[src/rtl/enigma_stream_core.sv]
// Enigma-style byte-stream cipher: stepping affine rotors plus a reflector.
// Letters are encrypted one rotor per cycle, and non-letters pass straight through.
module enigma_stream_core #(
    parameter int                      NUM_ROTORS = 3,
    parameter logic [5*NUM_ROTORS-1:0] ROTOR_A    = {5'd7, 5'd5, 5'd3},
    parameter logic [5*NUM_ROTORS-1:0] ROTOR_AINV = {5'd15, 5'd21, 5'd9},
    parameter logic [5*NUM_ROTORS-1:0] ROTOR_B    = {5'd3, 5'd2, 5'd1},
    parameter logic [5*NUM_ROTORS-1:0] NOTCH      = {5'd25, 5'd25, 5'd25},
    parameter logic [5*NUM_ROTORS-1:0] INIT_POS   = '0,
    parameter int                      REFL_K     = 25
) (
    input  logic                    msclk,
    input  logic                    btnR,
    input  logic                    in_valid,
    output logic                    in_ready,
    input  logic [7:0]              in_data,
    output logic                    out_valid,
    input  logic                    out_ready,
    output logic [7:0]              out_data,
    input  logic                    cfg_load,
    input  logic [5*NUM_ROTORS-1:0] cfg_pos,
    output logic [5*NUM_ROTORS-1:0] rotor_pos
);

    localparam int IW = (NUM_ROTORS > 1) ? $clog2(NUM_ROTORS) : 1;
    localparam logic [IW-1:0] LAST = IW'(NUM_ROTORS - 1);

    typedef enum logic [2:0] {IDLE, STEP, FWD, REFL, BWD, OUT} state_t;
    state_t state, state_nx;

    logic [IW-1:0] idx;
    logic [4:0]    pos      [NUM_ROTORS];
    logic [4:0]    pos_step [NUM_ROTORS];
    logic [4:0]    pos_cfg  [NUM_ROTORS];
    logic [4:0]    rot_a    [NUM_ROTORS];
    logic [4:0]    rot_ai   [NUM_ROTORS];
    logic [4:0]    rot_b    [NUM_ROTORS];
    logic [4:0]    rot_n    [NUM_ROTORS];
    logic [4:0]    cur;
    logic          lower;
    logic [7:0]    out_q;
    logic          carry;
    logic          is_letter;
    logic          accept;

    logic [4:0]  p, ka, kai, kb;
    logic [5:0]  fsum;
    logic [4:0]  ft;
    logic [10:0] fprod;
    logic [6:0]  bsum;
    logic [4:0]  bt;
    logic [10:0] bprod;
    logic [5:0]  rsum;
    logic [4:0]  fwd_res, bwd_res, refl_res;

    assign is_letter = ((in_data >= 8'h41) && (in_data <= 8'h5A)) ||
                       ((in_data >= 8'h61) && (in_data <= 8'h7A));
    assign accept    = (state == IDLE) && !cfg_load && in_valid;
    assign out_data  = out_q;

    // Rotor tables, stepping carry chain, config reduction and position export
    always_comb begin
        carry = 1'b1;
        for (int unsigned i = 0; i < NUM_ROTORS; i++) begin
            rot_a[i]  = ROTOR_A[5*i +: 5];
            rot_ai[i] = ROTOR_AINV[5*i +: 5];
            rot_b[i]  = ROTOR_B[5*i +: 5];
            rot_n[i]  = NOTCH[5*i +: 5];
            pos_step[i] = pos[i];
            if (carry)
                pos_step[i] = (pos[i] == 5'd25) ? 5'd0 : pos[i] + 5'd1;
            carry = carry && (pos[i] == rot_n[i]);
            pos_cfg[i] = (cfg_pos[5*i +: 5] >= 5'd26) ? cfg_pos[5*i +: 5] - 5'd26
                                                      : cfg_pos[5*i +: 5];
            rotor_pos[5*i +: 5] = pos[i];
        end
    end

    always_comb begin
        p   = pos[idx];
        ka  = rot_a[idx];
        kai = rot_ai[idx];
        kb  = rot_b[idx];

        fsum    = {1'b0, cur} + {1'b0, p};
        ft      = (fsum >= 6'd26) ? 5'(fsum - 6'd26) : fsum[4:0];
        fprod   = 11'(ka) * 11'(ft) + 11'(kb) + 11'd26 - 11'(p);
        fwd_res = 5'(fprod % 11'd26);

        bsum    = 7'(cur) + 7'(p) + 7'd26 - 7'(kb);
        bt      = 5'(bsum % 7'd26);
        bprod   = 11'(kai) * 11'(bt) + 11'd26 - 11'(p);
        bwd_res = 5'(bprod % 11'd26);

        rsum     = 6'(REFL_K) + 6'd26 - 6'(cur);
        refl_res = 5'(rsum % 6'd26);
    end

    always_ff @(posedge msclk or posedge btnR) begin
        if (btnR) state <= IDLE;
        else      state <= state_nx;
    end

    always_comb begin
        state_nx = state;
        case (state)
            IDLE: if (accept) state_nx = is_letter ? STEP : OUT;
            STEP: state_nx = FWD;
            FWD:  if (idx == LAST) state_nx = REFL;
            REFL: state_nx = BWD;
            BWD:  if (idx == '0) state_nx = OUT;
            OUT:  if (out_ready) state_nx = IDLE;
            default: state_nx = IDLE;
        endcase
    end

    always_comb begin
        in_ready  = (state == IDLE);
        out_valid = (state == OUT);
    end

    always_ff @(posedge msclk or posedge btnR) begin
        if (btnR) begin
            idx   <= '0;
            cur   <= '0;
            lower <= 1'b0;
            out_q <= '0;
            for (int unsigned i = 0; i < NUM_ROTORS; i++)
                pos[i] <= INIT_POS[5*i +: 5];
        end else begin
            case (state)
                IDLE: begin
                    if (cfg_load) begin
                        for (int unsigned i = 0; i < NUM_ROTORS; i++)
                            pos[i] <= pos_cfg[i];
                    end else if (in_valid) begin
                        if (is_letter) begin
                            // 'A' and 'a' both have 5'd1 in their low bits
                            cur   <= in_data[4:0] - 5'd1;
                            lower <= in_data[5];
                        end else begin
                            out_q <= in_data;
                        end
                    end
                end
                STEP: begin
                    for (int unsigned i = 0; i < NUM_ROTORS; i++)
                        pos[i] <= pos_step[i];
                    idx <= '0;
                end
                FWD: begin
                    cur <= fwd_res;
                    if (idx != LAST) idx <= idx + 1'b1;
                end
                REFL: begin
                    cur <= refl_res;
                    idx <= LAST;
                end
                BWD: begin
                    cur <= bwd_res;
                    if (idx == '0) out_q <= {2'b01, lower, bwd_res + 5'd1};
                    else           idx   <= idx - 1'b1;
                end
                default: ;
            endcase
        end
    end

endmodule
[config.mk]
export PLATFORM = sky130hd
export DESIGN_NAME = enigma_stream_core
export DESIGN_NICKNAME = d
export VERILOG_FILES = /design/src/rtl/enigma_stream_core.sv
export SDC_FILE = /design/constraint.sdc
export NUM_CORES = 1
export LEC_CHECK = 0
export CAP_MARGIN = 25
export CORE_MARGIN = 3
export CORE_UTILIZATION = 50
export CTS_BUF_LIST = sky130_fd_sc_hd__clkbuf_2 sky130_fd_sc_hd__clkbuf_4 sky130_fd_sc_hd__clkbuf_8
export CTS_CLUSTER_DIAMETER = 30
export CTS_CLUSTER_SIZE = 28
export DETAILED_ROUTE_END_ITERATION = 7
export GPL_TIMING_DRIVEN = 0
export PLACE_DENSITY = 0.82
export RECOVER_POWER = 25
export SLEW_MARGIN = 10
export SYNTH_ARGS = -nofsm -noshare
export SYNTH_HDL_FRONTEND = slang
export SYNTH_SLANG_ARGS = --single-unit
[constraint.sdc]
create_clock -name msclk -period 11.7 [get_ports msclk]
set_input_delay 1.755 -clock msclk [delete_from_list [all_inputs] [get_ports msclk]]
set_output_delay 1.755 -clock msclk [all_outputs]
set_load 0.01 [all_outputs]
==> results of run 1 <==
cells in the final DEF, fill, tap and decap left out, types with 13 or more instances in the layout:
cell type / count
a31oi_1: 25
clkdlybuf4s50_1: 51
xor2_1: 13
o211ai_1: 18
a21oi_1: 65
xnor2_1: 24
a21o_1: 13
nand3_1: 30
fa_1: 28
buf_4: 69
nand2b_1: 17
dfrtp_1: 32
clkbuf_1: 29
nand2_1: 95
inv_1: 100
nor3_1: 35
nor2_1: 74
and2_1: 18
o22ai_1: 15
o21ai_0: 63
ha_1: 77
o21a_1: 13
stage by stage:
stage	setup TNS [ps]	worst slack [ps]	utilization (%)	instance area [µm²]	cells
after floorplan	0	1.82	-	8460	1128
after global placement	-8180	-1240	57.2	9250	1396
after detailed placement	-10610	-1570	57.2	9250	1396
after CTS	0	0.222	63.1	10200	1449
after global routing	-7000	-1060	66.4	10700	1475
final	-3950	-683	66.4	10700	1475
critical path: cells and delay by family, from the launching register on:
family / cells / cell delay, ps
simple gates: 11 / 1590
mux: 2 / 450
xor+xnor: 2 / 400
compound gates: 22 / 4510
fa+ha+maj: 12 / 3770
buf+inv: 8 / 1100
flops: 1 / 400
registers in the layout, indices dropped and copies added, names as in the netlist:
| signal | flops |
|---|---|
| state | 3 |
| rotor_pos | 15 |
| lower | 1 |
| idx | 2 |
| out_data | 8 |
| cur | 5 |
what timing repair did:
action | 4_1_cts | 5_1_grt
setup buffers | 48 | 26
gates resized for setup | 92 | 70
pin swaps | 43 | 39
endpoints found under the setup margin | 8 | 8
cell type report:
| cell class | instances | area (µm²) |
|---|---|---|
| plain buffers | 46 | 249 |
| clock buffers | 7 | 83.8 |
| clock inverters | 1 | 30.0 |
| fillers | 1139 | 5430 |
| inverters | 107 | 417 |
| multi-input cells | 938 | 7730 |
| flip-flops and latches | 34 | 853 |
| well taps | 216 | 270 |
| repair buffers | 126 | 1110 |
per-layer routing:
layer	global-route usage [%]	vias to the layer above	share of wire, %
li1	-	4422	-
met4	6.61	0	4.7
met2	44.0	732	47
met1	34.4	4549	39
met3	3.31	171	9.8
met5	0	-	0
Yosys cell counts, drive strengths merged, types with 5 or more instances:
cell / number / area [µm²]
dfrtp: 34 / 851
or2: 7 / 43.8
xnor2: 28 / 264
o22ai: 16 / 114
nor3: 41 / 238
nor2: 82 / 310
and2: 19 / 119
and3: 13 / 81.3
a211o: 5 / 43.8
a31oi: 29 / 188
mux2: 6 / 67.6
fa: 30 / 601
o32ai: 8 / 85.1
o2111ai: 5 / 43.8
nand2: 99 / 372
a211oi: 18 / 150
o31ai: 9 / 72.6
nor4: 12 / 81.3
a221oi: 7 / 85.1
a22oi: 6 / 45.0
nand2b: 18 / 113
a21oi: 79 / 403
o311ai: 5 / 43.8
buf: 16 / 88.8
inv: 107 / 402
nand4: 12 / 75.1
o21a: 14 / 105
a21o: 15 / 113
a2111oi: 7 / 86.3
nand3: 34 / 175
mux2i: 16 / 160
xor2: 18 / 173
nor2b: 9 / 58.8
o211ai: 21 / 173
ha: 89 / 1110
o21ai: 81 / 417
clkbuf: 33 / 124
o221ai: 8 / 76.3
worst paths after layout:
kind	startpoint	endpoint	slack (ps)	depth (start not counted)
max	idx[0]$_DFFE_PP0P_	out_data[2]$_DFFE_PP0P_	-680	57
min	lower$_DFFE_PP0P_	lower$_DFFE_PP0P_	560	1
max reg2reg	idx[0]$_DFFE_PP0P_	out_data[2]$_DFFE_PP0P_	-680	57
min reg2reg	lower$_DFFE_PP0P_	lower$_DFFE_PP0P_	560	1
max in group asynchronous	btnR	idx[0]$_DFFE_PP0P_	8520	2
min in group asynchronous	btnR	rotor_pos[5]$_DFFE_PP0P_	2280	2
kinds of logic after synthesis:
kind of cell,after synthesis
flops,34
compound gates,381
simple gates,368
buf+inv,156
xor+xnor,46
fa+ha+maj,121
mux,22
==> flow_summary_export.csv, run 1 <==
group,metric,value,unit
die,start_util,52.0,%
synth,synth_compound_area_share,32.1,%
clock_network,htreeDepth,2,
synth,synth-xor-area-share,5.20,%
timing,hold_ws,560,ps
flow_run,maxCapViolCount,0,
setup_path,crit_path_start_kind,"flip-flop",
place,io_buffer_count,52,
clock_network,cts.hold.buffers_added,0,
grt,antenna_found_initial,0,
synth,ys_types,101,
place,gp_congestion,0.953,
route,vias_per_cell,6.69,
layout,diodes,0,
synth,synth_top_family_by_area,"compound AO/OA/AOI/OAI gates",
grt,grt_pass1_vias,8772,
synth,synth_enable_flop_cells,0,
setup_path,cp.required,11840,ps
min_path,hp-class,"flip-flop to flip-flop",
synth,async_flop_share,100,%
setup_path,path_max_fanout,9,
timing,setup_violations,8,
clock_network,cts_sinks,34,
layout,syn2layout_area_growth,27.9,%
grt,grt_max_degree,35,
synth,synth_flop_cell,"dfrtp_1",
timing,finalWorstSetupSlack,-683,ps
setup_path,crit_type,"flip-flop to flip-flop",
die,die_w,136,µm
synth,netlist_area,8400,µm²
setup_path,cp.arrival,12530,ps
route,ant_nets,0,
clock_network,cts_buffers,5,
setup_path,slowest_stage,"fa_1",
setup_path,end_kind,"flip-flop",
place,dp_hpwl,17400,µm
die,rows,46,
timing,relSlewSlack,9.78,%
clock_network,clockRootBuffer,"clkbuf_8",
synth,syn_nets,1275,
grt,gr-total-overflow,0,
status,violations,"negative setup slack",
layout,finalNetCount,1405,
timing,tightest_slew,1350,ps
route,num_vias,9874,
status,status,"finished with violations",
clock_network,path_clk_slew,70,ps
grt,grt_usage,25.7,%
synth,ys_ff_latch,34,
clock_network,clkLatencyLatePin,290,ps
layout,drive_above_1_share,19.6,%
timing,rsz0062_at_grt,"yes",
timing,fin_worst_skew,9.38,ps
synth,ys_warn_count,0,
clock_network,clockBufferDepth,2,
synth,synthSimpleGateAreaFrac,22.0,%
route,first_pass_iters,6,
die,die_height,136,µm
route,wl,28500,µm
route,wire_per_inst,19.3,µm
setup_path,max_stage_delay,540,ps
synth,synth_cells,1128,
synth,muxShareOfSynthArea,2.71,%
synth,postSynthAreaPerCell,7.45,µm²
grt,grt_pass1_wl,40600,µm
die,fp.dieArea,18400,µm²
die,io_pins,53,
timing,fin_crit_sh,106,%
timing,drv_slew,0,
synth,yosys.area_share.adder,20.6,%
clock_network,cts_tree,"yes",
timing,hold_violations,0,
synth,yosysSeqAreaShare,10.1,%
timing,fin_crit,12380,ps
die,core,16200,µm²
timing,fmax,0.0808,GHz
route,drt-initial-drc-count,1083,
route,drc_errors,0,
Power of run 1 is left out: the tool's default activity adds up to more than one toggle a clock period on the data nets, which glitch-free logic cannot reach.
==> run 2, diff against run 1 <==
TNS_END_PERCENT = 5   (was not set)
==> run 2 against run 1 <==
  * The flow still finishes with violations (negative setup slack)
  * Utilization decreased by 2.5 points
  * Flip-flop and latch count unchanged
  * Worst hold slack got worse by 43 ps
  * Sequential share of layout area increased by 0.31 points
  * Non-clock buffer count decreased by 22
  * Setup slack improved by 250 ps
  * First-iteration DRC count decreased by 21%
  * Routed wire length decreased by 12%
  * Critical path type unchanged
==> flow_summary_export.csv, run 2 (synthesis results as in run 1) <==
group,metric,value,unit
status,status,"finished with violations",
status,violations,"negative setup slack",
setup_path,r2r_cells,53,
die,core,16200,µm²
grt,grt_usage,25.7,%
min_path,min_to,"lower$_DFFE_PP0P_",
clock_network,cts_buffers,5,
route,vias_per_cell,6.44,
setup_path,crit_type,"flip-flop to flip-flop",
clock_network,clockBufferDepth,2,
setup_path,rrSetupSlack,-430,ps
layout,final_common_cell,"inv_1",
clock_network,cts.hold.buffers_added,0,
layout,drive_above_1_share,16.1,%
layout,utilization,63.9,%
layout,diodes,0,
setup_path,rr_startpoint,"idx[0]$_DFFE_PP0P_",
route,drt-initial-drc-count,856,
die,die_height,136,µm
setup_path,end_kind,"flip-flop",
grt,gr-total-overflow,0,
clock_network,clkLatencyLatePin,290,ps
route,ant_nets,0,
timing,finalWorstSetupSlack,-430,ps
setup_path,path_max_fanout,8,
grt,grt_max_degree,35,
setup_path,startpoint,"idx[0]$_DFFE_PP0P_",
route,drc_errors,0,
layout,finalNetCount,1383,
place,io_buffer_count,52,
layout,final_cell_mix,"inv_1 (104), nand2_1 (97), ha_1 (79)",
timing,rsz0062_at_grt,"yes",
flow_run,maxCapViolCount,0,
setup_path,slowest_stage,"nor4_2",
clock_network,htreeDepth,2,
min_path,min_delay_path_depth,1,
setup_path,cpMostUsedCell,"fa_1",
grt,grt_pass1_wl,40600,µm
timing,relSlewSlack,13.2,%
clock_network,clockRootBuffer,"clkbuf_8",
clock_network,cts_tree,"yes",
route,wl,25000,µm
grt,grt_pass1_vias,8772,
timing,tns,-2600,ps
min_path,hp-class,"flip-flop to flip-flop",
place,dp_hpwl,17400,µm
setup_path,cp.required,11860,ps
route,wire_per_inst,17.2,µm
clock_network,cts_sinks,34,
timing,tightest_slew,1300,ps
timing,fmax,0.0824,GHz
timing,hold_violations,0,
setup_path,timing.rr.end,"out_data[4]$_DFFE_PP0P_",
clock_network,path_clk_slew,70,ps
die,rows,46,
route,first_pass_iters,5,
setup_path,max_stage_delay,610,ps
die,fp.dieArea,18400,µm²
place,gp_congestion,0.953,
place,place_ws,-1570,ps
timing,drv_slew,0,
layout,syn2layout_area_growth,23.0,%
min_path,min_from,"lower$_DFFE_PP0P_",
die,start_util,52.0,%
die,io_pins,53,
grt,antenna_found_initial,0,
timing,setup_violations,8,
timing,fin_crit,12130,ps
die,die_w,136,µm
setup_path,crit_path_start_kind,"flip-flop",
layout,largest_reg_flops,15,
timing,fin_crit_sh,104,%
layout,fillers,1222,
route,num_vias,9362,
setup_path,cp.arrival,12290,ps
timing,fin_worst_skew,7.01,ps
==> run 2: changes by cell type in the layout (fill, tap and decap cells not counted), moves of 3 or more <==
cell	previous run	this run
a21oi_1	65	69
inv_1	100	104
buf_4	69	51
ha_4	9	5
o21ai_2	6	3
inv_2	5	1
==> run 2: metrics by stage <==
step	cells	hold slack [ps]	instance area [µm²]
3_3_place_gp	1396	488	9250
5_1_grt	1453	541	10300
2_1_floorplan	1128	479	8460
6_report	1453	517	10300
3_5_place_dp	1396	502	9250
4_1_cts	1449	519	10200
==> run 2: how the worst max path moves through the flow <==
stage	end	cells after the start	slack (ps)
2_1_floorplan	out_data[4]$_DFFE_PP0P_	54	2
3_3_place_gp	out_data[4]$_DFFE_PP0P_	54	-1240
3_5_place_dp	out_data[4]$_DFFE_PP0P_	54	-1570
4_1_cts	out_data[4]$_DFFE_PP0P_	56	0.2
5_1_grt	out_data[3]$_DFFE_PP0P_	53	-930
6_report	out_data[4]$_DFFE_PP0P_	53	-430
==> run 2: layout make-up <==
cell class,instances,area (µm²),area share [%]
well taps,216,270,2.61
clock inverters,1,30.0,0.290
inverters,107,412,3.98
clock buffers,7,83.8,0.811
multi-input cells,938,7520,72.7
repair buffers,104,928,8.98
flip-flops and latches,34,853,8.25
plain buffers,46,245,2.37
==> run 2: what timing repair did <==
action	CTS	global route
setup buffers	48	4
setup endpoints to repair	8	8
gates resized for setup	92	25
pin swaps	43	15
==> run 2: critical path: cells and delay by family (launching register included) <==
family                     cells  cell delay (ps)
buffers and inverters         10             1250
adders and majority gates     13             4370
DFF                            1              430
and+or+nand+nor                9             1760
xor gates and xnor gates       3              590
muxes                          2              570
AOI/OAI and AO/OA             16             3050
==> run 2: routing by layer <==
metal / vias up / share of wire, % / global-route usage (%)
met1: 4427 / 42 / 34.4
li1: 4383 / - / -
met2: 484 / 48 / 44.0
met4: 0 / 2.3 / 6.61
met5: - / 0 / 0
met3: 68 / 8.1 / 3.31
Power of run 2 is left out for the same reason.
